### config.mk
export PLATFORM = sky130hd
export DESIGN_NAME = mario_vertical_motion
export DESIGN_NICKNAME = d
export VERILOG_FILES = /design/src/rtl/mario_pkg.sv /design/src/rtl/frame_tick.sv /design/src/rtl/mario_vertical_motion.sv
export SDC_FILE = /design/constraint.sdc
export NUM_CORES = 1
export LEC_CHECK = 0
export ABC_AREA = 1
export CELL_PAD_IN_SITES_DETAIL_PLACEMENT = 0
export CELL_PAD_IN_SITES_GLOBAL_PLACEMENT = 1
export CORE_ASPECT_RATIO = 0.7
export CORE_MARGIN = 8
export CORE_UTILIZATION = 30
export DETAILED_ROUTE_END_ITERATION = 10
export MAX_ROUTING_LAYER = met4
export PLACE_DENSITY_LB_ADDON = 0.25
export SLEW_MARGIN = 20
export SYNTH_ARGS = -nofsm -noshare
export SYNTH_HDL_FRONTEND = slang
export SYNTH_SLANG_ARGS = --single-unit
### constraint.sdc
create_clock -name Clk -period 5.04 [get_ports Clk]
set_input_delay 0.756 -clock Clk [delete_from_list [all_inputs] [get_ports Clk]]
set_output_delay 0.756 -clock Clk [all_outputs]
set_load 0.02 [all_outputs]
### src/rtl/mario_pkg.sv
// Shared Mario types and physics defaults.
// Used by vertical/horizontal motion and sprite logic.
package mario_pkg;

    localparam int COORD_W = 13;

    typedef enum logic [1:0] {
        GROUNDED,
        RISING,
        FALLING
    } mario_state_e;

    localparam logic [COORD_W-1:0] DEF_START_Y  = 13'd384;
    localparam logic [COORD_W-1:0] DEF_MIN_Y    = 13'd0;
    localparam logic [COORD_W-1:0] DEF_JUMP_V   = 13'd12;
    localparam logic [COORD_W-1:0] DEF_GRAVITY  = 13'd1;
    localparam logic [COORD_W-1:0] DEF_MAX_FALL = 13'd10;
    localparam logic [4:0]         DEF_HOLD     = 5'd12;

endpackage

### src/rtl/frame_tick.sv
// Synchronises the vsync-rate frame strobe into the Clk domain
// and emits a single-cycle tick on each rising edge.
module frame_tick (
    input  logic clk,
    input  logic reset,
    input  logic frame_clk,
    output logic tick
);

    logic [1:0] sync_q;
    logic       prev_q;

    always_ff @(posedge clk) begin
        if (reset) begin
            sync_q <= 2'b00;
            prev_q <= 1'b0;
        end else begin
            sync_q <= {sync_q[0], frame_clk};
            prev_q <= sync_q[1];
        end
    end

    assign tick = sync_q[1] & ~prev_q;

endmodule

### src/rtl/mario_vertical_motion.sv
// Per-frame vertical physics for Mario: jump, gravity,
// landing snap and ceiling clamp, closed-loop with the detector.
module mario_vertical_motion
    import mario_pkg::*;
#(
    parameter logic [COORD_W-1:0] START_Y          = DEF_START_Y,
    parameter logic [COORD_W-1:0] MIN_Y            = DEF_MIN_Y,
    parameter logic [COORD_W-1:0] JUMP_V           = DEF_JUMP_V,
    parameter logic [COORD_W-1:0] GRAVITY          = DEF_GRAVITY,
    parameter logic [COORD_W-1:0] MAX_FALL         = DEF_MAX_FALL,
    parameter logic [4:0]         JUMP_HOLD_FRAMES = DEF_HOLD
) (
    input  logic               Clk,
    input  logic               Reset,
    input  logic               frame_clk,
    input  logic               jump_key,
    input  logic               Respawn,
    input  logic               is_in_air,
    input  logic [COORD_W-1:0] level,
    output logic [COORD_W-1:0] Mario_Y_Pos,
    output logic [COORD_W-1:0] Mario_Y_Motion,
    output logic               Mario_Airborne
);

    logic tick;

    frame_tick u_frame_tick (
        .clk       (Clk),
        .reset     (Reset),
        .frame_clk (frame_clk),
        .tick      (tick)
    );

    mario_state_e       state_q, state_d;
    logic [COORD_W-1:0] y_d, m_d;
    logic [4:0]         hold_q, hold_d;
    logic               armed_q, armed_d;

    logic [COORD_W-1:0] sum13;
    logic [COORD_W-1:0] m_grav;
    logic [COORD_W-1:0] fall_v;
    logic signed [COORD_W:0] ceil_sum;
    logic               ceil_hit;
    logic               launch;

    assign sum13    = Mario_Y_Pos + Mario_Y_Motion;
    assign ceil_sum = $signed({1'b0, Mario_Y_Pos})
                    + $signed({Mario_Y_Motion[COORD_W-1], Mario_Y_Motion});
    assign ceil_hit = ceil_sum < $signed({1'b0, MIN_Y});
    assign m_grav   = Mario_Y_Motion + GRAVITY;
    assign fall_v   = ($signed(m_grav) > $signed(MAX_FALL)) ? MAX_FALL : m_grav;
    assign launch   = (state_q == GROUNDED) && jump_key && armed_q;

    always_comb begin
        state_d = state_q;
        y_d     = Mario_Y_Pos;
        m_d     = Mario_Y_Motion;
        hold_d  = hold_q;
        armed_d = armed_q;
        if (tick) begin
            unique case (state_q)
                GROUNDED: begin
                    if (launch) begin
                        m_d     = '0 - JUMP_V;
                        hold_d  = '0;
                        state_d = RISING;
                    end else if (is_in_air) begin
                        m_d     = GRAVITY;
                        state_d = FALLING;
                    end else begin
                        y_d = level;
                        m_d = '0;
                    end
                end
                RISING: begin
                    if (ceil_hit) begin
                        y_d     = MIN_Y;
                        m_d     = '0;
                        state_d = FALLING;
                    end else begin
                        y_d = sum13;
                        if (jump_key && hold_q < JUMP_HOLD_FRAMES) begin
                            hold_d = hold_q + 5'd1;
                        end else begin
                            m_d = m_grav;
                            if (!m_grav[COORD_W-1]) state_d = FALLING;
                        end
                    end
                end
                FALLING: begin
                    if (!is_in_air) begin
                        y_d     = level;
                        m_d     = '0;
                        state_d = GROUNDED;
                    end else begin
                        y_d = sum13;
                        m_d = fall_v;
                    end
                end
                default: state_d = GROUNDED;
            endcase
            // A held key must be released on some tick before the next jump
            if (launch) armed_d = 1'b0;
            else if (!jump_key) armed_d = 1'b1;
        end
    end

    always_ff @(posedge Clk) begin
        if (Reset || Respawn) begin
            state_q        <= GROUNDED;
            Mario_Y_Pos    <= START_Y;
            Mario_Y_Motion <= '0;
            Mario_Airborne <= 1'b0;
            hold_q         <= '0;
            armed_q        <= 1'b0;
        end else begin
            state_q        <= state_d;
            Mario_Y_Pos    <= y_d;
            Mario_Y_Motion <= m_d;
            Mario_Airborne <= (state_d != GROUNDED);
            hold_q         <= hold_d;
            armed_q        <= armed_d;
        end
    end

endmodule

---- After elaboration in Yosys (flattened, before gate mapping) ----
Index checks and enable logic that the tools add are counted.
storage, ports and cells
  register bits after elaboration ......... 38
  input port bits ......................... 19
  output and inout bits ................... 27
  word-level logic and storage cells ...... 64
cells by class
  add/sub/neg operators ................... 4
  magnitude comparators ................... 3
  eq/ne operators ......................... 9
  muxes and demuxes ....................... 26
  bitwise operators ....................... 2
  reductions and logical operators ........ 12
operator list
  operator                                                      number
  two-way mux 13 bit                                            9
  case mux 13 bit (3 select lines)                              2
  two-way mux 5 bit                                             3
  adder 14 x 13 -> 14 bit                                       1
  less-than comparator 14 x 1 -> 1 bit (second input constant)  1
  two-way mux 2 bit                                             7
  adder 13 x 1 -> 13 bit (second input constant)                1
  adder 13 bit                                                  1
  > comparator 13 x 5 -> 1 bit (second input constant)          1
  != test 2 bit (second input constant)                         5
  case mux 5 bit (2 select lines)                               1
  case mux 2 bit (3 select lines)                               1
  adder 5 x 1 -> 5 bit (second input constant)                  1
  less-than comparator 5 x 4 -> 1 bit (second input constant)   1
  AND reduction 5 bit                                           1
  AND reduction 4 bit                                           1
  nonzero test 2 bit                                            2
  logical AND 1 bit                                             3
  two-way mux 1 bit                                             3
  != test 3 bit (second input constant)                         1
  AND reduction 3 bit                                           1
  nonzero test 3 bit                                            1
  == test 2 x 1 -> 1 bit (second input constant)                1
  == test 2 bit (second input constant)                         1
  6 further kinds                                               6

---- Logic depth before layout (Yosys ltp) ----
Gate-level depths: netlist of the first run.
  depth after elaboration ................. 7
  depth in mapped cells ................... 16
  gate-level depth less buffers ........... 16

---- By module ----
From an unflattened synthesis of the first run, not the netlist that was laid out.
second synthesis, totals
  cells, all modules ...................... 530
  area total of the unflattened synthesis .. 3234.4 µm²
modules (own cells, without submodules)
  module                 times used  cells each  area an instance (µm²)  seq. area each (µm²)
  mario_vertical_motion  1           520         3148.0                  700.7
  frame_tick             1           10          86.3                    60.1

---- Worst setup path after synthesis of the first run ----
OpenSTA, ideal clock, no wires.
  path kind ............................... register -> register
  start ................................... reg Mario_Y_Motion[0]
  end ..................................... reg Mario_Y_Pos[12]
  setup time .............................. 132 ps
  data arrival time ....................... 2128 ps
  required time ........................... 4908 ps
  path slack .............................. 2780 ps
  stages on the path, launching flop included .. 12
  path buffers ............................ 0
  period minus slack after synthesis ...... 2260 ps
  cell sequence ........................... dfxtp_1 > ha_1 > inv_1 > fa_1 > o21ai_0 > nand4_1 > nand4_1 > nand3_1 > nand2_1 > nand3_1 > nand2_1 > a21oi_1
on the way
  longest elaborated chain between the ends .. 4
  elaborated cells between the ends (all ways) .. 6
  those cells by class .................... 2 x add/sub; 1 x order compare; 3 x mux
ends and longest elaborated chain
  item                                  RTL line                      text
  start: declaration                    mario_vertical_motion.sv:21   output logic [COORD_W-1:0] Mario_Y_Motion,
  start signal: assignment              mario_vertical_motion.sv:119  Mario_Y_Motion <= m_d;
  adder 14 x 13 -> 14 bit               mario_vertical_motion.sv:48   + $signed({Mario_Y_Motion[COORD_W-1], Mario_Y_Motion});
  less-than comparator 14 x 1 -> 1 bit  mario_vertical_motion.sv:49   assign ceil_hit = ceil_sum < $signed({1'b0, MIN_Y});
  two-way mux 13 bit                    mario_vertical_motion.sv:76   if (ceil_hit) begin
  case mux 13 bit (3 select lines) *    mario_vertical_motion.sv:61   unique case (state_q)
  end signal: assignment                mario_vertical_motion.sv:118  Mario_Y_Pos <= y_d;
  end: declaration                      mario_vertical_motion.sv:20   output logic [COORD_W-1:0] Mario_Y_Pos,
Every way passes the cells marked *; elsewhere a longest branch is shown, timed or not.
A chain may end at the register's enable or synchronous reset.

---- Final worst setup path of the first run ----
  start ................................... in is_in_air
  end ..................................... reg Mario_Y_Pos[0]
on the way
  longest elaborated chain between the ends .. 2
  elaborated cells between the ends (all ways) .. 4
  those cells by class .................... 1 x eq/ne; 2 x mux; 1 x reduce/logical
ends and longest elaborated chain
  item                                                                     RTL line                     text
  start: declaration                                                       mario_vertical_motion.sv:18  input logic is_in_air,
  two-way mux 13 bit or != test 2 bit (tied branches)                      n/a
  case mux 13 bit (3 select lines) or AND reduction 4 bit (tied branches)  n/a
Parallel ways exist; a longest one is shown, timed or not.

==> results of run 1 <==
[cells by family after synthesis]
kind of cell | count (synthesis) | share of synthesized area (%)
AOI/OAI and AO/OA | 113 | 19.43
DFF | 38 | 23.92
buffers and inverters | 76 | 9.953
adders and majority gates | 23 | 9.284
and+or+nand+nor | 242 | 34.93
xor gates and xnor gates | 9 | 2.479
[worst register-to-register path: stages, from the launching register on]
cell	delay [ns]
dfxtp_1	0.47
inv_1	0.11
ha_1	0.80
inv_1	0.63
a21oi_4	0.50
a21oi_1	0.13
[final cells by class]
| type | instances | area, µm² |
|---|---|---|
| Tap cell | 132 | 165.2 |
| Multi-Input combinational cell | 387 | 2103 |
| Clock inverter | 2 | 60.06 |
| Inverter | 62 | 235.2 |
| Sequential cell | 38 | 760.7 |
| Timing Repair Buffer | 46 | 457.9 |
| Fill cell | 1116 | 6396 |
| Clock buffer | 6 | 138.9 |
[routing by layer]
metal  vias to the layer above  GRT usage, %  share of wire, %
li1                       1741             -                 -
met2                       101         23.37                40
met4                         0         2.603              0.43
met1                      1532         21.84                53
met3                         5         3.826               6.4
met5                         -             -                 0
[per-stage QoR]
stage / cells / hold slack [ns] / setup WS, ns
final: 673 / 0.4043 / 2.155
after floorplan: 501 / 0.3883 / 2.780
after global routing: 673 / 0.4297 / 1.862
after CTS: 673 / 0.4116 / 2.203
after detailed placement: 665 / 0.4019 / 1.903
after global placement: 665 / 0.3939 / 2.004
[power breakdown]
group          total (mW)  internal, mW  switching (mW)
sequential          0.312         0.305         0.00686
clock               0.433         0.298           0.136
combinational      0.0865        0.0344          0.0520
total               0.832         0.637           0.195
[layout by cell type (no fill, tap or decap), types with 3 or more instances in the layout]
master and count:
ha_1 22, o21ai_1 10, a21oi_1 59, inv_1 54
xor2_1 3, nand4_1 10, nor2_1 36, a21oi_2 3
o22ai_1 3, clkbuf_16 5, or2_2 4, clkdlybuf4s50_1 45
dfxtp_1 38, nand2_2 8, nand3_2 3, o21ai_0 27
nand2_1 117, nand3_1 50, inv_2 7, xnor2_1 6
o21bai_1 3, nor2_2 6
[sequential cells by signal, summed over array words and instances (netlist names)]
name,cells
Mario_Y_Motion,13
armed_q,1
u_frame_tick.sync_q,2
Mario_Y_Pos,13
Mario_Airborne,1
hold_q,5
u_frame_tick.prev_q,1
state_q,2
[Yosys cell counts, types with 2 or more instances]
library cell	n
inv_2	7
dfxtp_1	38
nand3_1	50
nand4_1	10
nor2_2	6
or2_2	4
o211ai_1	2
clkbuf_1	6
inv_1	54
o22ai_1	3
nand2_1	117
nor2_1	36
buf_2	4
a21o_1	2
nor3_1	2
xnor2_1	6
ha_1	22
xor2_1	3
o21bai_1	3
nand2_2	8
a21oi_1	59
o21ai_0	27
nand2_4	2
nand3_2	3
a21oi_2	3
o21ai_1	10
[final timing paths]
kind                                     startpoint                           endpoint  slack, ns  cells past startpoint
setup / recovery                          is_in_air        Mario_Y_Pos[0]$_SDFFE_PP0P_       2.16                      8
hold / removal    u_frame_tick.sync_q[0]$_SDFF_PP0_  u_frame_tick.sync_q[1]$_SDFF_PP0_       0.40                      2
hold reg to reg   u_frame_tick.sync_q[0]$_SDFF_PP0_  u_frame_tick.sync_q[1]$_SDFF_PP0_       0.40                      2
setup reg to reg              state_q[0]$_SDFF_PP0_    Mario_Y_Motion[10]$_SDFFE_PP0P_       2.29                      5
==> key figures, run 1 <==
Floorplan
  • Die height: a little over 100 µm
  • Core area: a little over 10000 µm²
  • # IOs: 46
  • Die width: 139.1 µm
  • Initial Utilization: roughly 30%
  • Rows: 31
  • Total Die Area: approximately 14000 µm²

Layout
  • Layout Utilization: 38.01%
  • Number of nets in the layout: approximately 580
  • Post-layout instance area: ~3900 µm²
  • ANT cells: 0
  • Synth-to-Final Area Change: 23.29%
  • Share of cells above drive strength 1: 8.688%

STA
  • Fmax: around 350 MHz
  • Final setup fails: 0
  • Final hold vios: 0
  • Period utilisation layout: a little under three fifths
  • RSZ-0062 raised after global routing: false
  • Min Tclk post-route: roughly 2.9 ns
  • Worst-margin pin slew: 0.8296 ns
  • Slew HR: roughly 45%
  • Max-slew violation count: 0
  • Sum Neg Setup Slack: 0 ns
  • Worst Clk Skew: 0.005605 ns

Routing
  • DRT antenna net count: 0
  • Via density: between 5 and 6
  • Initial drt markers: between 150 and 200
  • Via count: 3379
  • DRC Markers: 0
  • Wirelength per Cell: ~16 µm
  • DRT Pass-1 Iters: 5
  • Final WL: 10650 µm

GRT
  • Vias in the first global route: approximately 3300
  • Initial antenna violation count: 0
  • First-pass GRT wire length: approximately 17000 µm
  • Gr ovfl total: 0
  • Largest net degree at the start of global routing: 22
  • Overall Global Routing Usage: between 10% and 20%

Clocking
  • Clock Tree Root: clkbuf_16
  • Num CTS Buffers: 5
  • Cts hold-fix bufs: 0
  • Post-CTS Repair Setup Buffers: 0
  • Bufs on Longest Clock Path: 2
  • Post_cts resized: 0
  • H-tree levels: 2
  • Clock Latency Late Sink: slightly below 0.3 ns
  • Clock transition at path regs: ~0.060 ns
  • TritonCTS clock tree: built
  • CTS sink cnt: 38

Synth
  • Synth Flop Type: dfxtp_1
  • Post-Syn Area: approximately 3200 µm²
  • Share of the synthesized area in the top cell type: 23.92%
  • Distinct cell type count after synthesis: 40
  • Synth Instances: around 500
  • Ys Warns: 0
  • Mapped Avg Cell Area: about 6.3 µm²
  • Synth Net Count: around 540
  • EDFF count, synth: 0
  • Share of flip-flops with an asynchronous set or reset: 0%
  • Synth top area cells: dfxtp_1 (24%), nand2_1 (14%), a21oi_1 (9.3%)
  • Sequential fraction of the synthesis area: around a quarter
  • Register bit total from synthesis: 38
  • Synth area leader: dfxtp_1

Critical path
  • Worst EP required: 5.25 ns
  • CP max FO: 19
  • Critical Path Most Common Cell: a21oi_1
  • Nature of the critical path startpoint: input port
  • Crit Path Class: in2reg
  • Worst path cell trace: clkdlybuf4s50_1 -> inv_1 -> o21ai_0 -> nor2_2 -> inv_2 -> a21oi_1 -> nand2_1 -> a21oi_1
  • Crit path buffers/inverters: 3
  • Slowest CP cell: clkdlybuf4s50_1
  • Slowest stage delay, CP: approximately 0.76 ns
  • Worst path arrival time: about 3.1 ns
  • Kind of cell adding the most delay to the critical path: buffers and inverters
  • Critical path endpoint category: flip-flop

Power and ir drop
  • Pwr dens: approximately 210 nW/µm²
  • Tot Pwr: just over 0.8 mW
  • VDD IR max: roughly 0.18 mV
  • Leak pwr: ~1.7 nW

Place
  • Dpl cell area: around 3700 µm²
  • Gpl congestion: approximately 0.85
  • Port buffer count: 45
  • HPWL reported at the end of detailed placement: around 8100 µm

Worst hold path
  • Worst min path class: reg2reg

Status
  • Status: completed

Flow run
  • MaxCap Viol Count: 0
(Power assumes the default switching activity.)
==> run 2, diff against run 1 <==
- clock period: 5.04 -> 2.7 ns (I/O delays scaled with it)
==> run 2 against run 1 <==
  * Clock skew fell by 0.0013 ns
  * Combinational power rose by 100%
  * Global-route usage rose by 1.1 points
  * Worst hold slack improved by 0.0013 ns
  * Worst setup slack got worse by 1.8 ns
  * Cell count rose by 2.2%
  * Critical endpoint is now Mario_Y_Pos[8]$_SDFFE_PP1P_
  * Critical path depth rose by 3
  * First-iteration DRC count rose by 64%
  * Register-to-register slack got worse by 2.0 ns
  * Routed wire length rose by 6.0%
==> key figures, run 2 (synthesized netlist as in run 1, its figures left out) <==
Clocking
  • Post-CTS Repair Setup Buffers: 0 (unchanged)
  • Clock Latency Late Sink: 0.29 ns (about the same)
  • Post_cts resized: 0 (unchanged)
  • CTS sink cnt: 38 (unchanged)
  • Clock Tree Root: clkbuf_16 (unchanged)
  • Clock transition at path regs: 0.06 ns (about the same)
  • Cts hold-fix bufs: 0 (unchanged)
  • TritonCTS clock tree: built (unchanged)
  • Bufs on Longest Clock Path: 2 (unchanged)
  • H-tree levels: 2 (unchanged)
  • Num CTS Buffers: 5 (unchanged)

STA
  • Worst Clk Skew: 0.004300 ns (was 0.005605 ns)
  • Sum Neg Setup Slack: 0 ns (unchanged)
  • Slew HR: 56.26% (was 44.63%)
  • Fmax: 422.1 MHz
  • RSZ-0062 raised after global routing: false (unchanged)
  • Worst-margin pin slew: 0.6554 ns (was 0.8296 ns)
  • Final hold vios: 0 (unchanged)
  • Max-slew violation count: 0 (unchanged)
  • Hold slack final: 0.4056 ns (was 0.4043 ns)
  • Period utilisation layout: ~88%
  • Final setup fails: 0 (unchanged)
  • Min Tclk post-route: ~2.4 ns

Flow run
  • MaxCap Viol Count: 0 (unchanged)

GRT
  • Vias in the first global route: 3271 (was 3254)
  • Gr ovfl total: 0 (unchanged)
  • Largest net degree at the start of global routing: 21 (was 22)
  • Initial antenna violation count: 0 (unchanged)
  • First-pass GRT wire length: 18370 µm (was 17420 µm)
  • Overall Global Routing Usage: 17.04% (was 15.89%)

Floorplan
  • Core area: 10320 µm² (unchanged)
  • Die width: 139.1 µm (unchanged)
  • Rows: 31 (unchanged)
  • Die height: 102.1 µm (unchanged)
  • Initial Utilization: 30.83% (unchanged)
  • # IOs: 46 (unchanged)
  • Total Die Area: 14200 µm² (unchanged)

Worst hold path
  • Worst min path class: reg2reg (unchanged)

Critical path
  • CP max FO: 3 (was 19)
  • Nature of the critical path startpoint: flip-flop (was input port)
  • Worst EP required: 2.93 ns (was 5.25 ns)
  • Critical path endpoint category: flip-flop (unchanged)
  • Crit Path Class: reg2reg (was in2reg)
  • Worst path arrival time: 2.60 ns (was 3.10 ns)

Layout
  • Synth-to-Final Area Change: 25.77% (was 23.29%)
  • Largest regs: Mario_Y_Motion (13), Mario_Y_Pos (13), hold_q (5) (unchanged)
  • Sequential Area: 760.7 µm² (unchanged)
  • Most common cell after layout, fill and taps aside: nand2_1 (unchanged)
  • # fillers: 1148 (was 1116)
  • Most frequent cells in the layout: nand2_1 (117), a21oi_1 (59), inv_1 (54), nand3_1 (50), clkdlybuf4s50_1 (45) (unchanged)
  • ANT cells: 0 (unchanged)
  • Multi-input logic area: 2103 µm² (unchanged)
  • Share of cells above drive strength 1: 11.15% (was 8.688%)
  • Number of nets in the layout: 597 (was 582)

Routing
  • Via count: 3470 (was 3379)
  • Via density: 5.044 (was 5.021)
  • Final WL: 11280 µm (was 10650 µm)
  • DRC Markers: 0 (unchanged)
  • Initial drt markers: 287 (was 175)
  • DRT antenna net count: 0 (unchanged)
  • DRT Pass-1 Iters: 5 (unchanged)
  • Wirelength per Cell: 16.40 µm (was 15.82 µm)

Power and ir drop
  • VDD IR max: 0.2087 mV (was 0.1777 mV)
  • Leak pwr: 1.740 nW (was 1.674 nW)
  • Pwr dens: 360.8 nW/µm² (was 212.1 nW/µm²)

Place
  • Port buffer count: 45 (unchanged)
  • Gpl congestion: 0.9295 (was 0.8473)
  • HPWL reported at the end of detailed placement: 8909 µm (was 8051 µm)

Status
  • Status: completed (unchanged)
## run 2: cell types whose count changed in the layout (fill, tap and decap cells not counted)
cell,change
buf_4,+15
bufinv_16,-1
clkbuf_8,-1
clkinv_2,+2
## run 2: per-stage QoR
stage	cell area, µm²	instances	util (%)	setup slack (ns)	total power, mW
after floorplan	3181	501	-	0.4398	0.6820
after global placement	3835	680	37.17	0.3617	0.7631
after detailed placement	3835	680	37.17	0.3575	0.7630
after CTS	4000	688	38.77	0.3371	1.460
after global routing	4000	688	38.77	0.07217	1.505
final	4000	688	38.77	0.3308	1.443
## run 2: worst paths after layout
| check | slack (ns) | from | end | cells past startpoint |
|---|---|---|---|---|
| setup reg to reg | 0.33 | Mario_Y_Motion[0]$_SDFFE_PP0P_ | Mario_Y_Pos[8]$_SDFFE_PP1P_ | 11 |
| setup / recovery | 0.33 | Mario_Y_Motion[0]$_SDFFE_PP0P_ | Mario_Y_Pos[8]$_SDFFE_PP1P_ | 11 |
| hold / removal | 0.41 | u_frame_tick.sync_q[0]$_SDFF_PP0_ | u_frame_tick.sync_q[1]$_SDFF_PP0_ | 2 |
| hold reg to reg | 0.41 | u_frame_tick.sync_q[0]$_SDFF_PP0_ | u_frame_tick.sync_q[1]$_SDFF_PP0_ | 2 |
## run 2: report_power, final
group | leakage (nW) | internal (mW) | total, mW | switching [mW]
clock network | 0.0836 | 0.433 | 0.691 | 0.258
logic | 1.35 | 0.0703 | 0.175 | 0.104
registers | 0.307 | 0.569 | 0.577 | 0.00850
total | 1.74 | 1.07 | 1.44 | 0.371
## run 2: area by class of cell
class | instances | share of cell area [%]
inverters | 62 | 5.881
clock inverters | 3 | 1.001
clock buffers | 5 | 3.128
flip-flops and latches | 38 | 19.02
multi-input cells | 387 | 52.58
well taps | 132 | 4.129
repair buffers | 61 | 14.26
## run 2: worst max-delay path, stage by stage, from the launching register on
cell	delay, ns
dfxtp_1	0.43
ha_1	0.21
inv_1	0.07
fa_1	0.42
o21ai_0	0.43
nand3_1	0.21
a21o_1	0.21
o211ai_1	0.07
nand3_1	0.09
nand2_1	0.07
nand2_1	0.05
nand2_1	0.05
## run 2: per-layer routing
layer | routed length (µm) | global-route usage, % | vias to the layer above
li1 | - | - | 1769
met1 | 6106 | 24.30 | 1604
met2 | 4495 | 24.39 | 89
met4 | 90 | 3.442 | 0
met5 | 0 | - | -
met3 | 590 | 3.080 | 8
